**src/rtl/onehot_scan_pkg.sv**
```systemverilog
// onehot_scan_pkg: shared state and mode encodings for the one-hot scan decoder.
package onehot_scan_pkg;
   typedef enum logic [1:0] {BLANK, DIRECT, SCAN} state_t;
   localparam logic MODE_DIRECT = 1'b0;
   localparam logic MODE_SCAN   = 1'b1;
endpackage

```
**src/rtl/onehot_dec.sv**
```systemverilog
// onehot_dec: combinational MSB-first one-hot decoder with blanking.
// ONEHOT_SCAN_ACTIVE_LOW_EN inverts the output polarity.
module onehot_dec #(
   parameter int SEL_W = 3
) (
   input  logic [SEL_W-1:0]      sel_i,
   input  logic                  en_i,
   output logic [2**SEL_W-1:0]   out_o
);
   localparam int OUT_W = 2**SEL_W;
   logic [OUT_W-1:0] oh;
   // OUT_W-1-sel equals ~sel for an unsigned SEL_W-bit index
   assign oh = en_i ? (OUT_W'(1) << ~sel_i) : '0;
`ifdef ONEHOT_SCAN_ACTIVE_LOW_EN
   assign out_o = ~oh;
`else
   assign out_o = oh;
`endif
endmodule

```
**src/rtl/onehot_scan_decoder.sv**
```systemverilog
// onehot_scan_decoder: registered one-hot decoder with direct and prescaled scan modes.
// ONEHOT_SCAN_ACTIVE_LOW_EN selects an active-low (inverted) out bus.
module onehot_scan_decoder
   import onehot_scan_pkg::*;
#(
   parameter int SEL_W    = 3,
   parameter int TICK_DIV = 4
) (
   input  logic                  clk,
   input  logic                  rst_n,
   input  logic                  en,
   input  logic                  mode,
   input  logic [SEL_W-1:0]      sel,
   input  logic                  load,
   output logic [2**SEL_W-1:0]   out,
   output logic [SEL_W-1:0]      idx,
   output logic                  wrap
);
   localparam int OUT_W = 2**SEL_W;
   localparam int PW    = TICK_DIV > 1 ? $clog2(TICK_DIV) : 1;
   localparam logic [PW-1:0]    PRE_MAX = PW'(TICK_DIV - 1);
   localparam logic [SEL_W-1:0] IDX_MAX = '1;
`ifdef ONEHOT_SCAN_ACTIVE_LOW_EN
   localparam logic [OUT_W-1:0] OUT_RST = '1;
`else
   localparam logic [OUT_W-1:0] OUT_RST = '0;
`endif
   state_t           state_q, state_d;
   logic [SEL_W-1:0] idx_q, idx_d;
   logic [PW-1:0]    pre_q, pre_d;
   logic             wrap_q, wrap_d;
   logic [OUT_W-1:0] out_q, out_d;

   always_comb begin
      state_d = !en ? BLANK : (mode == MODE_SCAN ? SCAN : DIRECT);
      idx_d   = idx_q;
      pre_d   = '0;
      wrap_d  = 1'b0;
      if (state_d == DIRECT) begin
         idx_d = sel;
      end else if (state_d == SCAN) begin
         // entry edge never steps; a load always wins over a due step
         if (load)
            idx_d = sel;
         else if (state_q == SCAN && pre_q == PRE_MAX) begin
            idx_d  = idx_q + 1'b1;
            wrap_d = idx_q == IDX_MAX;
         end else if (state_q == SCAN)
            pre_d = pre_q + 1'b1;
      end
   end

   onehot_dec #(.SEL_W(SEL_W)) u_dec (
      .sel_i (idx_d),
      .en_i  (state_d != BLANK),
      .out_o (out_d)
   );

   always_ff @(posedge clk) begin
      if (!rst_n) begin
         state_q <= BLANK;
         idx_q   <= '0;
         pre_q   <= '0;
         wrap_q  <= 1'b0;
         out_q   <= OUT_RST;
      end else begin
         state_q <= state_d;
         idx_q   <= idx_d;
         pre_q   <= pre_d;
         wrap_q  <= wrap_d;
         out_q   <= out_d;
      end
   end

   assign out  = out_q;
   assign idx  = idx_q;
   assign wrap = wrap_q;
endmodule

```
**config.mk**
```make
export PLATFORM = sky130hd
export DESIGN_NAME = onehot_scan_decoder
export DESIGN_NICKNAME = d
export VERILOG_FILES = /design/src/rtl/onehot_scan_pkg.sv /design/src/rtl/onehot_dec.sv /design/src/rtl/onehot_scan_decoder.sv
export SDC_FILE = /design/constraint.sdc
export NUM_CORES = 1
export LEC_CHECK = 0
export CAP_MARGIN = 0
export CORE_MARGIN = 2
export CORE_UTILIZATION = 30
export CTS_BUF_LIST = sky130_fd_sc_hd__clkbuf_16
export CTS_CLUSTER_SIZE = 12
export DETAILED_ROUTE_END_ITERATION = 8
export PLACE_DENSITY = 0.55
export REMOVE_ABC_BUFFERS = 1
export SLEW_MARGIN = 40
export SYNTH_ARGS = -nofsm -noshare
export SYNTH_HDL_FRONTEND = slang
export SYNTH_SLANG_ARGS = --single-unit
```
**constraint.sdc**
```tcl
create_clock -name clk -period 1.5 [get_ports clk]
set_input_delay 0.3 -clock clk [delete_from_list [all_inputs] [get_ports clk]]
set_output_delay 0.3 -clock clk [all_outputs]
set_load 0.03 [all_outputs]
```
==> flow_summary.yaml, run 1 <==
timing:
  fin_ws_ns: -0.0841
  min_period_ns: 1.58
  setup_viol: 6
  finalCritPeriodShare: 1.06
  worst_pin_slew_ns: 0.311
  rsz0062_at_grt: "yes"
  clock_skew_ns: 0.00536
  slew_headroom: 0.793
  timing.fmax_mhz: 631
  hold_viol: 0
  hold_slack_ns: 0.434
  drv_slew: 0
  tns_ns: -0.323
routing:
  drtAntennaViolNets: 0
  wl_per_cell_um: 12.9
  vias: 568
  viasPerCell: 4.77
  initialDrtViolationCount: 5
  drc: 0
  drt-total-wl_um: 1540
  first_pass_iters: 4
yosys:
  synth-warning-count: 0
  syn_inst: 59
  synth_compound_area_frac: 0.175
  async_flop_share: 0
  synth_area_um2: 694
  ys_ff_latch: 16
  yosys.area_share.simple: 0.305
  synth_adder_area_share: 0.0541
  yosysSeqAreaShare: 0.461
  synth.largest_area_cell: "dfxtp_1"
  synthTopCellsByArea: "dfxtp_1 46%, nor3_2 5.8%, ha_1 5.4%"
  syn_area_per_cell_um2: 11.8
  synth_edf_count: 0
  yosysTopAreaCellShare: 0.461
  synth_top_family_by_area: "simple AND/OR/NAND/NOR gates"
  synth_xor_xnor_area_share: 0
  synthMuxAreaShare: 0
  synth_cell_types: 29
  ys.flop_type: "dfxtp_1"
setup_path:
  cp_common_cell: "ha_4"
  arrival_ns: 1.76
  worstPathCellList: "ha_4 -> ha_4 -> and4b_1 -> a211oi_2 -> or3_4 -> nor3_2"
  slowest_stage: "or3_4"
  crit_buf_inv: 0
  path_max_fanout: 4
  worstSetupPathType: "register to register"
  cp-start-kind: "register"
  max_stage_delay_ns: 0.37
  cp_data_required_time_ns: 1.67
  crit_family: "simple AND/OR/NAND/NOR gates"
  endpoint_kind: "register"
clock_network:
  h-tree-depth: 1
  cts_buffers: 3
  clk_path_buf_depth: 2
  ctsHoldBuffers: 0
  cts_root_buf: "clkbuf_16"
  clock-sinks: 16
  clk_pin_slew_ns: 0.05
  cts_tree: "built"
  clk_latency_ns: 0.25
  post-cts-setup-buffers: 0
die:
  die_area_um2: 2720
  core-area_um2: 2190
  die_x_um: 52.1
  start_util: 0.317
  ios: 20
  rows: 17
  fp.dieH_um: 52.1
cells_and_area:
  layout_common_cells: "14 x dfxtp_1, 12 x dlygate4sd2_1, 9 x buf_4"
  drive_gt1_frac: 0.418
  nets: 103
  area_growth_pct: 59.6
  utilization: 0.506
  stdcell_area_um2: 1110
  mostFrequentLayoutCell: "dfxtp_1"
  antennaDiodeCount: 0
min_path:
  hold_path_class: "register to register"
placement:
  gp_congestion: 0.748
  portBuffers: 19
  dp_hpwl_um: 1140
  postPlaceCellArea_um2: 987
  place_ws_ns: -0.271
power_and_ir_drop:
  irDropWorstVdd_uv: 604
  p_leak_nw: 0.507
  p_per_area_nw_per_um2: 1030
global_route:
  gr-total-overflow: 0
  grt_max_degree: 10
  grt_pass1_wl_um: 2420
  grt_pass1_vias: 529
  grt_usage: 0.127
  grt_antenna_before_repair: 0
flow_run:
  maxCapViolCount: 0
run_status:
  status: "finished, violations left"
  violations: "setup timing"
-- timing repair --
action | 4_1_cts | 5_1_grt
resized for setup | 21 | 5
setup endpoints to repair | 21 | 12
pin swaps | 5 | 1
-- layer usage --
| metal | global-route usage | vias up | routed length (um) |
|---|---|---|---|
| li1 | - | 283 | - |
| met1 | 0.147 | 263 | 660 |
| met2 | 0.211 | 20 | 773 |
| met3 | 0.0345 | 2 | 90 |
| met4 | 0.0658 | 0 | 15 |
| met5 | 0 | - | 0 |
-- power breakdown --
group | switching (mW) | internal, mW
registers | 0.00996 | 0.441
logic | 0.0944 | 0.0880
clock network | 0.160 | 0.353
total | 0.264 | 0.882
-- final timing paths --
path / cells past startpoint / endpoint / slack [ns] / from
max reg2reg: 6 / out[1] / -0.08 / idx[0]
min: 1 / pre_q[0] / 0.43 / pre_q[0]
min reg2reg: 1 / pre_q[0] / 0.43 / pre_q[0]
max: 6 / out[1] / -0.08 / idx[0]
-- through the flow --
stage,power (mW),std cells
after floorplan,0.551,59
after global placement,0.634,115
after detailed placement,0.635,115
after CTS,1.15,119
after global routing,1.20,119
final,1.15,119
-- flip-flops by register name, indices dropped and copies added, names as in the netlist --
signal and flops:
out 8, idx 3, pre_q 2, state_q 2, wrap 1
-- final cells by class --
cell class              instances  area, um2
inverters                       1       3.75
clock buffers                   3       75.1
fillers                       208       1080
multi-input cells              42        423
flip-flops and latches         16        323
clock inverters                 1       3.75
well taps                      28       35.0
repair buffers                 28        245
-- cells by family (layout without fill, tap and decap cells) --
| family | after synthesis | after routing |
|---|---|---|
| buf+inv | 1 | 33 |
| flops | 16 | 16 |
| compound gates | 11 | 11 |
| fa+ha+maj | 3 | 3 |
| simple gates | 28 | 28 |
-- synth_stat cells (2+ instances only) --
master	n
nor3_2	4
ha_1	3
nor3_1	6
dfxtp_1	16
o21bai_1	2
nand2b_1	2
and2_1	3
o32ai_2	2
No activity file was read; power rests on OpenSTA's default activity.
==> run 2, diff against run 1 <==
Settings changed: CTS_CLUSTER_SIZE 12 to not set, RECOVER_POWER set to 50.
==> run 2 against run 1 <==
The flow still finishes with violations (setup timing). Critical path depth shrank 1. Clock skew is essentially flat. Non-clock buffer count is the same. Utilization shrank 0.17 points. Register-to-register slack is essentially flat. Total power shrank 0.16%. Sequential power is essentially flat. Sequential share of layout area grew 0.099 points. Maximum frequency shrank 0.87%. Largest power group unchanged. Highest routed layer unchanged.
==> flow_summary.yaml, run 2 (synthesized netlist as in run 1, its figures left out) <==
cells_and_area:
  mostFrequentLayoutCell: "dfxtp_1"
  nets: 103
  layout_common_cells: "14 x dfxtp_1, 12 x dlygate4sd2_1, 7 x buf_4"
  stdcell_area_um2: 1100
  ff_latch_area_um2: 323
  area_growth_pct: 59.1
  largest_reg_flops: 8
  antennaDiodeCount: 0
  multi_input_area_um2: 423
  drive_gt1_frac: 0.407
  finalNonFillerCells: 119
  n_fill_cell: 208
setup_path:
  arrival_ns: 1.77
  crit_buf_inv: 1
  max_stage_delay_ns: 0.57
  slowest_stage: "dlygate4sd3_1"
  endpoint_kind: "register"
  worstPathCellList: "dlygate4sd3_1 -> and2b_4 -> nor2_2 -> or3_4 -> nor3_2"
  cp_data_required_time_ns: 1.67
  cp-start-kind: "primary input"
  path_max_fanout: 4
  worstSetupPathType: "primary input to register"
  crit_family: "simple AND/OR/NAND/NOR gates"
clock_network:
  post-cts-setup-buffers: 0
  clk_latency_ns: 0.25
  cts_buffers: 3
  clk_path_buf_depth: 2
  cts_tree: "built"
  clk_pin_slew_ns: 0.05
  h-tree-depth: 1
  ctsHoldBuffers: 0
  clock-sinks: 16
  cts_root_buf: "clkbuf_16"
min_path:
  hold_path_class: "register to register"
timing:
  rsz0062_at_grt: "yes"
  timing.fmax_mhz: 626
  slew_headroom: 0.793
  clock_skew_ns: 0.00536
  min_period_ns: 1.60
  worst_pin_slew_ns: 0.311
  fin_ws_ns: -0.0981
  hold_viol: 0
  drv_slew: 0
  setup_viol: 10
  finalCritPeriodShare: 1.07
die:
  core-area_um2: 2190
  die_area_um2: 2720
  start_util: 0.317
  die_x_um: 52.1
  ios: 20
  rows: 17
  fp.dieH_um: 52.1
global_route:
  grt_max_degree: 10
  grt_usage: 0.127
  gr-total-overflow: 0
  grt_pass1_vias: 529
  grt_pass1_wl_um: 2420
  grt_antenna_before_repair: 0
run_status:
  status: "finished, violations left"
  violations: "setup timing"
placement:
  placedCellCount: 115
  gp_congestion: 0.748
  postPlaceCellArea_um2: 987
  portBuffers: 19
  dp_hpwl_um: 1140
routing:
  viasPerCell: 4.80
  drc: 0
  initialDrtViolationCount: 5
  drt-total-wl_um: 1540
  drtAntennaViolNets: 0
  wl_per_cell_um: 12.9
  vias: 571
  first_pass_iters: 4
power_and_ir_drop:
  combinationalPowerShare: 0.158
  internal-power_mw: 0.880
  pwr-share-clk: 0.448
  p_seq_frac: 0.394
  p_per_area_nw_per_um2: 1040
  switching_share: 0.231
  irDropWorstVdd_uv: 604
  p_leak_nw: 0.504
  p_switching_mw: 0.264
flow_run:
  maxCapViolCount: 0
[run 2: changes by cell type in the layout (fill, tap and decap cells not counted)]
cell / change
buf_4: -2
clkbuf_1: +1
clkbuf_4: +1
clkdlybuf4s50_1: -1
dlygate4sd3_1: +1
[run 2: routing by layer]
| metal | track usage | wire (um) | share of wire |
|---|---|---|---|
| met1 | 0.147 | 659 | 0.43 |
| met2 | 0.211 | 774 | 0.50 |
| met3 | 0.0345 | 90 | 0.058 |
| met4 | 0.0658 | 15 | 0.0097 |
| met5 | 0 | 0 | 0 |
[run 2: worst paths after layout]
path            start  endpoint  slack (ns)  depth (start not counted)
min          pre_q[0]  pre_q[0]        0.43                          1
min reg2reg  pre_q[0]  pre_q[0]        0.43                          1
max              load    out[1]        -0.1                          5
max reg2reg    idx[0]    out[1]       -0.08                          6
[run 2: layout make-up]
type,instances,share of cell area
inverter,1,0.00340
timing repair buffer,28,0.219
clock inverter,1,0.00340
sequential,16,0.292
clock buffer,3,0.0680
tap,28,0.0317
multi-input combinational,42,0.383
[run 2: power by group through the flow]
stage | Clock, mW | Combinational, mW | Sequential, mW
after floorplan | 0 | 0.0689 | 0.482
after global placement | 0 | 0.179 | 0.455
after detailed placement | 0 | 0.180 | 0.455
after CTS | 0.523 | 0.179 | 0.451
after global routing | 0.551 | 0.194 | 0.452
final | 0.513 | 0.181 | 0.451
[run 2: through the flow]
stage | util | hold slack [ns] | total power, mW | TNS, ns | setup slack, ns
after floorplan | - | 0.372 | 0.551 | -2.24 | -0.281
after global placement | 0.451 | 0.408 | 0.634 | -2.68 | -0.261
after detailed placement | 0.451 | 0.415 | 0.635 | -2.79 | -0.271
after CTS | 0.497 | 0.429 | 1.15 | -0.267 | -0.0764
after global routing | 0.504 | 0.487 | 1.20 | -1.00 | -0.121
final | 0.504 | 0.434 | 1.14 | -0.610 | -0.0981
[run 2: timing repair]
item	4_1_cts	5_1_grt
setup endpoints to repair	21	12
pin swaps	5	1
endpoints found under the hold margin	0	0
resized for setup	21	5
